--- config.mk ---
export PLATFORM = sky130hd
export DESIGN_NAME = alu_serial_ctrl
export DESIGN_NICKNAME = d
export VERILOG_FILES = /design/src/rtl/alu_serial_ctrl.sv
export SDC_FILE = /design/constraint.sdc
export NUM_CORES = 1
export LEC_CHECK = 0
export ABC_AREA = 1
export BUFFER_PORTS_ARGS = -buffer_cell sky130_fd_sc_hd__clkbuf_2
export CAP_MARGIN = 25
export CORE_MARGIN = 3
export CORE_UTILIZATION = 55
export DETAILED_ROUTE_END_ITERATION = 8
export GPL_ROUTABILITY_DRIVEN = 1
export GPL_TIMING_DRIVEN = 0
export PLACE_DENSITY = 0.91
export SLEW_MARGIN = 20
export SYNTH_ARGS = -nofsm -noshare
export SYNTH_HDL_FRONTEND = slang
export SYNTH_SLANG_ARGS = --single-unit
--- constraint.sdc ---
create_clock -name i_clk -period 2 [get_ports i_clk]
set_clock_uncertainty 0.1 [all_clocks]
set_input_delay 0.1 -clock i_clk [delete_from_list [all_inputs] [get_ports i_clk]]
set_output_delay 0.1 -clock i_clk [all_outputs]
set_load 0.005 [all_outputs]
--- src/rtl/alu_serial_ctrl.sv ---
// alu_serial_ctrl
// Bit-serial sequencer that drives one external 1-bit ALU slice. It latches
// the WIDTH-bit operands when a start is accepted, feeds the slice one bit per
// cycle (LSB first), loops the carry through a register and collects the
// result bits. When the last bit is in, it presents the result on o_f/o_cout
// and pulses o_done for one cycle.
//
// Optional feature: define ALU_SERIAL_SUB_EN to add the i_sub input. When it
// is high and op==00, the controller inverts the B bits and forces the initial
// carry to 1, which gives a-b; o_cout=1 then means "no borrow".
module alu_serial_ctrl #(
  parameter int WIDTH = 4
) (
  input  logic             i_clk,
  input  logic             i_rst,
  input  logic             i_start,
  input  logic [1:0]       i_op,
  input  logic [WIDTH-1:0] i_a,
  input  logic [WIDTH-1:0] i_b,
  input  logic             i_cin,
`ifdef ALU_SERIAL_SUB_EN
  input  logic             i_sub,
`endif
  output logic             o_busy,
  output logic             o_done,
  output logic [WIDTH-1:0] o_f,
  output logic             o_cout,
  output logic             o_sa,
  output logic             o_sb,
  output logic             o_scin,
  output logic [1:0]       o_sM,
  input  logic             i_sf,
  input  logic             i_scout
);

  localparam int CW = $clog2(WIDTH);
  localparam logic [CW-1:0] LAST_BIT = CW'(WIDTH - 1);

  typedef enum logic [1:0] {
    IDLE = 2'd0,
    RUN  = 2'd1,
    DONE = 2'd2
  } state_t;

  state_t           r_state;
  logic [CW-1:0]    r_cnt;
  logic             r_carry;
  logic [WIDTH-1:0] r_a;
  logic [WIDTH-1:0] r_b;
  logic [1:0]       r_op;
  logic [WIDTH-1:0] r_fShift;
  logic [WIDTH-1:0] r_f;
  logic             r_cout;
  logic             r_busy;
  logic             r_done;
`ifdef ALU_SERIAL_SUB_EN
  logic             r_sub;
`endif

  logic             w_run;
  logic             w_isAdd;
  logic             w_invB;
  logic             w_carryInit;
  logic             w_carryNext;
  logic [WIDTH-1:0] w_fNext;

  assign w_run   = (r_state == RUN);
  assign w_isAdd = (r_op == 2'b00);

  // Subtract mode flips B and seeds the carry with 1 (two's complement).
`ifdef ALU_SERIAL_SUB_EN
  assign w_invB      = w_isAdd & r_sub;
  assign w_carryInit = (i_op == 2'b00) ? (i_sub | i_cin) : 1'b0;
`else
  assign w_invB      = 1'b0;
  assign w_carryInit = (i_op == 2'b00) ? i_cin : 1'b0;
`endif

  // The carry only propagates for add; logic ops keep it at zero.
  assign w_carryNext = w_isAdd ? i_scout : 1'b0;

  // Slice is driven only during RUN; otherwise it sees zeros with the latched mode.
  assign o_sa   = w_run ? r_a[r_cnt] : 1'b0;
  assign o_sb   = w_run ? (r_b[r_cnt] ^ w_invB) : 1'b0;
  assign o_scin = w_run ? r_carry : 1'b0;
  assign o_sM   = r_op;

  // Shift register with the current slice result merged into the active bit.
  always_comb begin
    w_fNext        = r_fShift;
    w_fNext[r_cnt] = i_sf;
  end

  // Sequencer: accept in IDLE, one bit per cycle in RUN, publish result in DONE.
  always_ff @(posedge i_clk) begin
    if (i_rst) begin
      r_state  <= IDLE;
      r_cnt    <= '0;
      r_carry  <= 1'b0;
      r_a      <= '0;
      r_b      <= '0;
      r_op     <= 2'b00;
      r_fShift <= '0;
      r_f      <= '0;
      r_cout   <= 1'b0;
      r_busy   <= 1'b0;
      r_done   <= 1'b0;
`ifdef ALU_SERIAL_SUB_EN
      r_sub    <= 1'b0;
`endif
    end else begin
      case (r_state)
        IDLE: begin
          r_done <= 1'b0;
          if (i_start) begin
            r_a      <= i_a;
            r_b      <= i_b;
            r_op     <= i_op;
            r_carry  <= w_carryInit;
            r_cnt    <= '0;
            r_fShift <= '0;
            r_busy   <= 1'b1;
`ifdef ALU_SERIAL_SUB_EN
            r_sub    <= i_sub;
`endif
            r_state  <= RUN;
          end
        end
        RUN: begin
          r_fShift <= w_fNext;
          r_carry  <= w_carryNext;
          if (r_cnt == LAST_BIT) begin
            r_cnt   <= '0;
            r_f     <= w_fNext;
            r_cout  <= w_carryNext;
            r_busy  <= 1'b0;
            r_done  <= 1'b1;
            r_state <= DONE;
          end else begin
            r_cnt <= r_cnt + 1'b1;
          end
        end
        DONE: begin
          r_done  <= 1'b0;
          r_state <= IDLE;
        end
        default: begin
          r_busy  <= 1'b0;
          r_done  <= 1'b0;
          r_state <= IDLE;
        end
      endcase
    end
  end

  assign o_busy = r_busy;
  assign o_done = r_done;
  assign o_f    = r_f;
  assign o_cout = r_cout;

endmodule
==> After elaboration in Yosys (flattened, before gate mapping) <==
Index checks and enable logic that the tools add are counted.
{ "classes": {"n_mul": 0, "shift": 0, "reduce_logical": 11, "bitwise": 2, "n_mux": 25, "add_sub_neg": 1, "eq_ne": 5, "n_div": 0, "order_cmp": 2} }
{ "op_table": {"columns": ["cell", "n"], "rows": [
  ["$mux 1", 11],
  ["$mux 2", 4],
  ["$pmux 2 s2", 2],
  ["$pmux 4 s2", 1],
  ["$reduce_and 2->1", 4],
  ["$logic_not 2->1", 3],
  ["$bmux 1 s2", 2],
  ["$bwmux 4", 1],
  ["$eq 2x2->1 const B", 2],
  ["$mux 4", 1],
  ["$lt 2x3->1 const B", 1],
  ["$pmux 1 s3", 1],
  ["$reduce_and 3->1", 1],
  ["$add 2x1->2 const B", 1],
  ["$demux 1 s2", 1],
  ["$eq 2x1->1 const B", 1],
  ["$ge 2x1->1 const B", 1],
  ["$ne 2x1->1 const B", 1],
  ["$ne 2x2->1 const B", 1],
  ["$not 1->1", 2],
  ["$pmux 1 s2", 1],
  ["$reduce_bool 2->1", 1],
  ["$reduce_or 2->1", 1],
  ["$logic_and 1x1->1", 1]
]} }
{ "totals": {"memories": 0, "latch_bits": 0, "output_inout_bits": 12, "ff_bits": 26, "ram_bits": 0, "mem_bits_ro": 0} }

==> Longest topological paths before layout <==
Gate-level depths: netlist (run 1).
{ "logic_depth": {"word_depth": 6, "ltp_mapped": 7, "mapped_depth_nobuf": 7} }

==> Least setup slack after synthesis (run 1) <==
Ideal clock, no wire load.
{ "synth_path": {"kind": "register to register", "start": "register r_cnt[0]", "end": "register r_f[0], in the netlist o_f[0]", "n_path_buf": 0, "setup_ns": 0.110, "arrival_time_ns": 1.157, "path_stages_with_launch": 7, "slack_ns": 0.634, "synth_period_minus_slack_ns": 1.366, "t_required_ns": 1.790, "cell_sequence": "dfxtp_1 inv_1 ha_1 o21ai_0 nand2_1 nand2_1 nor2_1"} }
{ "synth_between": {"elab_chain_len": 5, "elab_cells_between_ends": 8, "classes_between": "order compare (2); eq/ne (1); mux (3); reduce/logical (2)"} }
{ "synth_rtl": {"columns": ["element", "line_no", "source"], "rows": [
  ["from (decl)", "46", "logic [CW-1:0] r_cnt;"],
  ["from (signal assigned)", "140", "r_cnt <= r_cnt + 1'b1;"],
  ["$lt 2x3->1 (not written as such) or $ge 2x1->1 (tied branches)", "91", "w_fNext[r_cnt] = i_sf;"],
  ["$logic_and 1x1->1 (not written as such)", "91", null],
  ["$mux 1 (not written as such)", "91", null],
  ["$demux 1 s2", "91", null],
  ["$bwmux 4", "91", null],
  ["to (signal assigned)", "134", "r_f <= w_fNext;"],
  ["to (decl)", "52", "logic [WIDTH-1:0] r_f;"]
]} }
Parallel ways exist; a longest one is shown, timed or not.
A chain may end at the register's enable or synchronous reset.

==> Worst setup path in the final report (run 1) <==
{ "layout_path": {"start": "register r_cnt[0]", "end": "output port o_sa"} }
{ "layout_between": {"elab_chain_len": 3} }
{ "layout_rtl": {"columns": ["element", "line_no", "source"], "rows": [
  ["$bmux 1 s2", "83", "assign o_sa = w_run ? r_a[r_cnt] : 1'b0;"],
  ["$mux 1 (not written as such)", "83", null],
  ["$mux 1", "83", null],
  ["to (decl)", "28", "output logic o_sa,"]
]} }
Every way passes these cells. The select of a mux whose other input is x is not followed.

==> impl_metrics.env, run 1 <==
export IMPL_status="finished clean"
export IMPL_async_flop_share_pct=0
export IMPL_hold_class="input pin to flip-flop"
export IMPL_grt_max_degree=14
export IMPL_required_ns=1.80
export IMPL_arrival_ns=1.42
export IMPL_path_clk_slew_ns=0.13
export IMPL_synth_top_area_share_pct=44.3
export IMPL_cpMostUsedCell="nand2_1"
export IMPL_post_drt_via_cell_ratio=5.04
export IMPL_total_power_mw=0.951
export IMPL_synth_top_cell_by_area="dfxtp_1"
export IMPL_drt_iter0_markers=24
export IMPL_overflow=0
export IMPL_synth_xor_area_share_pct=0
export IMPL_reg2reg_depth=6
export IMPL_r2r_end="o_f[0]"
export IMPL_yosys_top_cells_area="dfxtp_1 44%, nor2_1 12%, nand2_1 11%, o21ai_0 6.8%, ha_1 4.3%"
export IMPL_seqPwrFrac_pct=59.2
export IMPL_vdd_drop_max_mv=0.521
export IMPL_regToRegStartpoint="r_cnt[0]"
export IMPL_initial_utilization_pct=58.7
export IMPL_drt_pass1_iterations=4
export IMPL_end_kind="output pin"
export IMPL_dieArea_um2=2730
export IMPL_post_route_min_period_ns=1.62
export IMPL_antenna_found_initial=0
export IMPL_n_fill_cell=165
export IMPL_yosys_area_share_adder_pct=4.26
export IMPL_p_clk_share_pct=23.1
export IMPL_portBuffers=27
export IMPL_switching_power_mw=0.260
export IMPL_yosys_cell_count_top_type="nor2_1"
export IMPL_drv_cap=0
export IMPL_core_um2=2000
export IMPL_final_max_slew_violation_count=0
export IMPL_syn_area_per_cell_um2=7.30
export IMPL_remaining_drc_errors=0
export IMPL_gp_congestion=0.891
export IMPL_ys_seq_area_share_pct=44.3
export IMPL_swShare_pct=27.3
export IMPL_synth_top_family_by_area="simple AND/OR/NAND/NOR gates"
export IMPL_setup_slack_ns=0.383
export IMPL_path_max_fanout=8
export IMPL_synth_fp_nets=181
export IMPL_final_seq_area_um2=520
export IMPL_worst_hold_slack_ns=0.00961
export IMPL_grtUsageTotal_pct=22.2
export IMPL_cts_root_buf="clkbuf_4"
export IMPL_num_rows=16
export IMPL_antennaDiodeCount=0
export IMPL_criticalPathCategory="flip-flop to output pin"
export IMPL_die_width_um=52.2
export IMPL_cts_resized=0
export IMPL_ys_types=18
export IMPL_yosys_area_share_simple_pct=30.1
export IMPL_dp_slack_ns=0.448
export IMPL_share_comb_of_total_power_pct=17.7
export IMPL_max_freq_ghz=0.618
export IMPL_fp_dieH_um=52.2
export IMPL_grt_pass1_vias=1082
export IMPL_synth_common_cells="36 x nor2_1, 33 x nand2_1, 26 x dfxtp_1"
export IMPL_rsz0062_at_grt="no"
export IMPL_post_cts_buffers=0
export IMPL_muxShareOfSynthArea_pct=0
export IMPL_min_to="r_carry"
export IMPL_p_leak_nw=0.677
export IMPL_design_area_um2=1490
export IMPL_nets=225
export IMPL_tightest_slew_ns=0.282
export IMPL_slowest_delay_ns=0.41
export IMPL_worstHoldPathCells=5
export IMPL_hold_buffers=12
export IMPL_hp_start="i_scout"
export IMPL_yosys_register_bits=26
export IMPL_multi_input_area_um2=564
export IMPL_start_kind="flip-flop"
export IMPL_ant_nets=0
export IMPL_yosys_warnings=0
export IMPL_htreeDepth=1
export IMPL_crit_chain="inv_1 -> nand2_1 -> nand2_1 -> nand2_1 -> a21oi_1 -> clkbuf_2"
export IMPL_syn_to_final_growth_pct=26.5
export IMPL_setup_viol=0
export IMPL_cts_buffer_depth=2
export IMPL_fin_crit_sh_pct=80.9
export IMPL_wl_per_cell_um=11.4
export IMPL_synth_compound_area_share_pct=13.6
export IMPL_ff2ff_setup_slack_ns=0.42
export IMPL_cts_tree="built"
export IMPL_p_int_mw=0.691
export IMPL_hold_violations=0
export IMPL_synth_flop_cell="dfxtp_1"
export IMPL_syn_area_um2=1170
export IMPL_grt_pass1_wl_mm=4.49
export IMPL_synth_edf_count=0
export IMPL_cp_slowest_cell="dfxtp_1"
export IMPL_cts_buffers=3
export IMPL_powerDensity_nw_per_um2=640
export IMPL_place_hpwl_mm=1.85
export IMPL_max_slew_margin_rel_pct=81.0
export IMPL_cts_sinks=26
export IMPL_postPlaceCellArea_um2=1340
export IMPL_clk_latency_ns=0.32
export IMPL_fin_tns_setup_ns=0
export IMPL_pin_count=28
export IMPL_syn_inst=161
export IMPL_drt_wl_total_mm=2.61
export IMPL_drive_above_1_share_pct=24.1
export IMPL_vias=1160
## power groups by stage
stage                     clock network, mW  logic [mW]  registers, mW
after floorplan                           0      0.0985          0.572
after global placement                    0       0.139          0.574
after detailed placement                  0       0.148          0.575
after CTS                             0.225       0.166          0.564
after global routing                  0.242       0.190          0.569
final                                 0.219       0.168          0.563
## cells by family (layout without fill, tap and decap cells)
family,Yosys count,count (layout)
AO/OA/AOI/OAI,30,30
buffers and inverters,19,61
AND/OR/NAND/NOR,82,82
adder cells (fa/ha/maj),4,4
flip-flops,26,26
## sequential cells by signal, summed over array words and instances (netlist names)
| signal | flops |
|---|---|
| o_cout | 1 |
| r_fShift | 4 |
| r_cnt | 2 |
| r_a | 4 |
| o_f | 4 |
| r_carry | 1 |
| r_state | 2 |
| r_b | 4 |
| o_busy | 1 |
| o_sM | 2 |
| o_done | 1 |
## how the worst max path moves through the flow
stage	startpoint	slack [ns]	endpoint
floorplan	r_cnt[0]	0.63	o_f[0]
global placement	r_cnt[0]	0.47	o_f[0]
detailed placement	r_cnt[0]	0.45	o_f[0]
CTS	r_cnt[0]	0.37	o_sa
global route	r_cnt[0]	0.22	o_sa
finish	r_cnt[0]	0.38	o_sa
## final cells by class
cell class / count / share of cell area [%]
multi-input combinational: 116 / 38.0
sequential: 26 / 35.0
timing repair buffer: 39 / 17.2
inverter: 16 / 4.04
tap: 27 / 2.27
buffer: 3 / 2.02
clock buffer: 3 / 1.52
## per-stage QoR
| stage | utilization, % | instances |
|---|---|---|
| finish | 74.3 | 230 |
| global placement | 67.1 | 215 |
| global route | 74.3 | 230 |
| detailed placement | 67.1 | 215 |
| CTS | 74.3 | 230 |
| floorplan | - | 161 |
## layer usage
| layer | wire length [µm] | vias up | GRT usage, % |
|---|---|---|---|
| met3 | 136 | 5 | 2.56 |
| li1 | - | 593 | - |
| met1 | 1120 | 525 | 25.3 |
| met2 | 1310 | 37 | 41.4 |
| met5 | 0 | - | 0 |
| met4 | 46 | 0 | 8.94 |
## cell usage in the layout (no fill, tap or decap)
cell type and n:
nand3_1 4, dlygate4sd3_1 12, dfxtp_1 26, buf_4 1, clkbuf_2 27, buf_6 2, o21ai_0 16, nand2_1 33
clkbuf_4 3, nor2_4 3, nand3_2 1, o21a_1 1, nand2_2 3, o21ai_2 2, nor2_2 2, nor2_1 36
ha_1 4, o21ai_1 7, a21oi_1 4, inv_1 11, inv_2 5
## critical path: cells and delay by family, from the launching register on
| family | cells | cell delay (ns) |
|---|---|---|
| buffers and inverters | 2 | 0.35 |
| DFF | 1 | 0.41 |
| AOI/OAI and AO/OA | 1 | 0.14 |
| and+or+nand+nor | 3 | 0.18 |
Power figures use the tool's default switching activity.
==> run 2, diff against run 1 <==
Settings changed: CORE_UTILIZATION 55 to 51, PLACE_DENSITY 0.91 to 0.85.
Clock period 2 ns to 1.55 ns, I/O delays scaled along.
==> run 2 against run 1 <==
Compared with the run above: clock power grew 32%; register-to-register slack lost 0.26 ns; power grew 30%; global-route usage shrank 1.9 points; count of clock-buffer cells in the layout is the same; critical path depth shrank 2; critical endpoint is now o_sb; largest power group unchanged.
==> impl_metrics.env, run 2 (synthesis results as in run 1) <==
export IMPL_swShare_pct=27.8
export IMPL_share_comb_of_total_power_pct=17.7
export IMPL_layout_common_cells="36 x nor2_1, 33 x nand2_1, 27 x clkbuf_2"
export IMPL_hold_violations=0
export IMPL_max_slew_margin_rel_pct=79.8
export IMPL_setup_slack_ns=0.104
export IMPL_pin_count=28
export IMPL_nets=226
export IMPL_final_common_cell="nor2_1"
export IMPL_initial_utilization_pct=57.0
export IMPL_end_kind="output pin"
export IMPL_vias=1139
export IMPL_tightest_slew_ns=0.299
export IMPL_cts_tree="built"
export IMPL_grtUsageTotal_pct=20.3
export IMPL_setup_viol=0
export IMPL_die_width_um=54.0
export IMPL_core_um2=2060
export IMPL_drt_iter0_markers=17
export IMPL_powerDensity_nw_per_um2=820
export IMPL_p_int_mw=0.895
export IMPL_grt_pass1_vias=1016
export IMPL_overflow=0
export IMPL_drt_wl_total_mm=2.63
export IMPL_ant_nets=0
export IMPL_seqPwrFrac_pct=59.0
export IMPL_dp_cells=215
export IMPL_status="finished clean"
export IMPL_fin_tns_setup_ns=0
export IMPL_switching_power_mw=0.344
export IMPL_drv_cap=0
export IMPL_grt_pass1_wl_mm=4.29
export IMPL_fp_dieH_um=54.0
export IMPL_dieArea_um2=2920
export IMPL_htreeDepth=1
export IMPL_dp_slack_ns=-0.00318
export IMPL_instances_no_fill=231
export IMPL_max_freq_ghz=0.692
export IMPL_clk_latency_ns=0.32
export IMPL_num_rows=16
export IMPL_arrival_ns=1.27
export IMPL_cts_buffer_depth=2
export IMPL_final_max_slew_violation_count=0
export IMPL_path_clk_slew_ns=0.14
export IMPL_start_kind="flip-flop"
export IMPL_path_max_fanout=6
export IMPL_final_util_pct=73.3
export IMPL_wl_per_cell_um=11.4
export IMPL_rsz0062_at_grt="no"
export IMPL_antenna_found_initial=0
export IMPL_vdd_drop_max_mv=0.642
export IMPL_remaining_drc_errors=0
export IMPL_criticalPathCategory="flip-flop to output pin"
export IMPL_syn_to_final_growth_pct=28.6
export IMPL_cts_buffers=3
export IMPL_drt_pass1_iterations=4
export IMPL_p_leak_nw=0.683
export IMPL_p_clk_share_pct=23.3
export IMPL_post_route_min_period_ns=1.45
export IMPL_portBuffers=27
export IMPL_cts_root_buf="clkbuf_4"
export IMPL_hold_class="input pin to flip-flop"
export IMPL_drive_above_1_share_pct=27.0
export IMPL_required_ns=1.37
export IMPL_place_hpwl_mm=1.80
export IMPL_grt_max_degree=14
export IMPL_antennaDiodeCount=0
export IMPL_post_drt_via_cell_ratio=4.93
export IMPL_fin_crit_sh_pct=93.3
export IMPL_gp_congestion=0.847
export IMPL_cts_sinks=26
## run 2: changes by cell type in the layout (fill, tap and decap cells not counted), sizes merged
cell,previous run,this run
dlygate4sd3,12,13
## run 2: layout make-up
cell class,instances,area (µm²)
Multi-Input combinational cell,116,572
Fill cell,152,551
Sequential cell,26,526
Timing Repair Buffer,40,265
Inverter,16,62.6
Tap cell,27,33.8
Buffer,3,30.0
Clock buffer,3,22.5
## run 2: layer usage
layer  share of wire [%]  wire length, µm  GRT usage (%)  vias to the layer above
met4                 3.2               85           11.6                        0
met3                 4.9              130           3.05                        8
met2                  49             1290           35.7                       35
met1                  43             1130           23.0                      500
li1                    -                -              -                      596
met5                   0                0              0                        -
## run 2: final timing paths
kind              cells after the start           to         from  slack, ns
setup reg to reg                      6       o_cout     r_cnt[0]       0.16
setup / recovery                      4         o_sb   r_state[1]       0.10
hold reg to reg                       2  r_fShift[2]  r_fShift[2]       0.38
hold / removal                        4      o_sM[1]      i_start       0.04
## run 2: worst max-delay path, stage by stage (launching register included)
cell	delay, ns
dfxtp_1	0.40
inv_2	0.12
nand2_2	0.15
a21oi_2	0.16
clkbuf_2	0.13
## run 2: stage by stage
stage          hold slack [ns]  area, µm²  power (mW)
6_report                0.0399       1510        1.24
5_1_grt                 0.0437       1510        1.30
4_1_cts                 0.0472       1500        1.23
3_5_place_dp             0.230       1340       0.930
3_3_place_gp             0.213       1340       0.922
2_1_floorplan           0.0466       1170       0.866
## run 2: power by group through the flow
| stage | Sequential [mW] | Clock [mW] | Combinational, mW |
|---|---|---|---|
| after floorplan | 0.739 | 0 | 0.127 |
| after global placement | 0.741 | 0 | 0.180 |
| after detailed placement | 0.743 | 0 | 0.187 |
| after CTS | 0.730 | 0.285 | 0.213 |
| after global routing | 0.738 | 0.319 | 0.246 |
| final | 0.731 | 0.288 | 0.219 |
## run 2: timing repair
item	in CTS	in global routing
hold endpoints to repair	15	0
buffers inserted	0	0
resized for setup	2	6
setup endpoints to repair	3	3
hold buffers	13	0
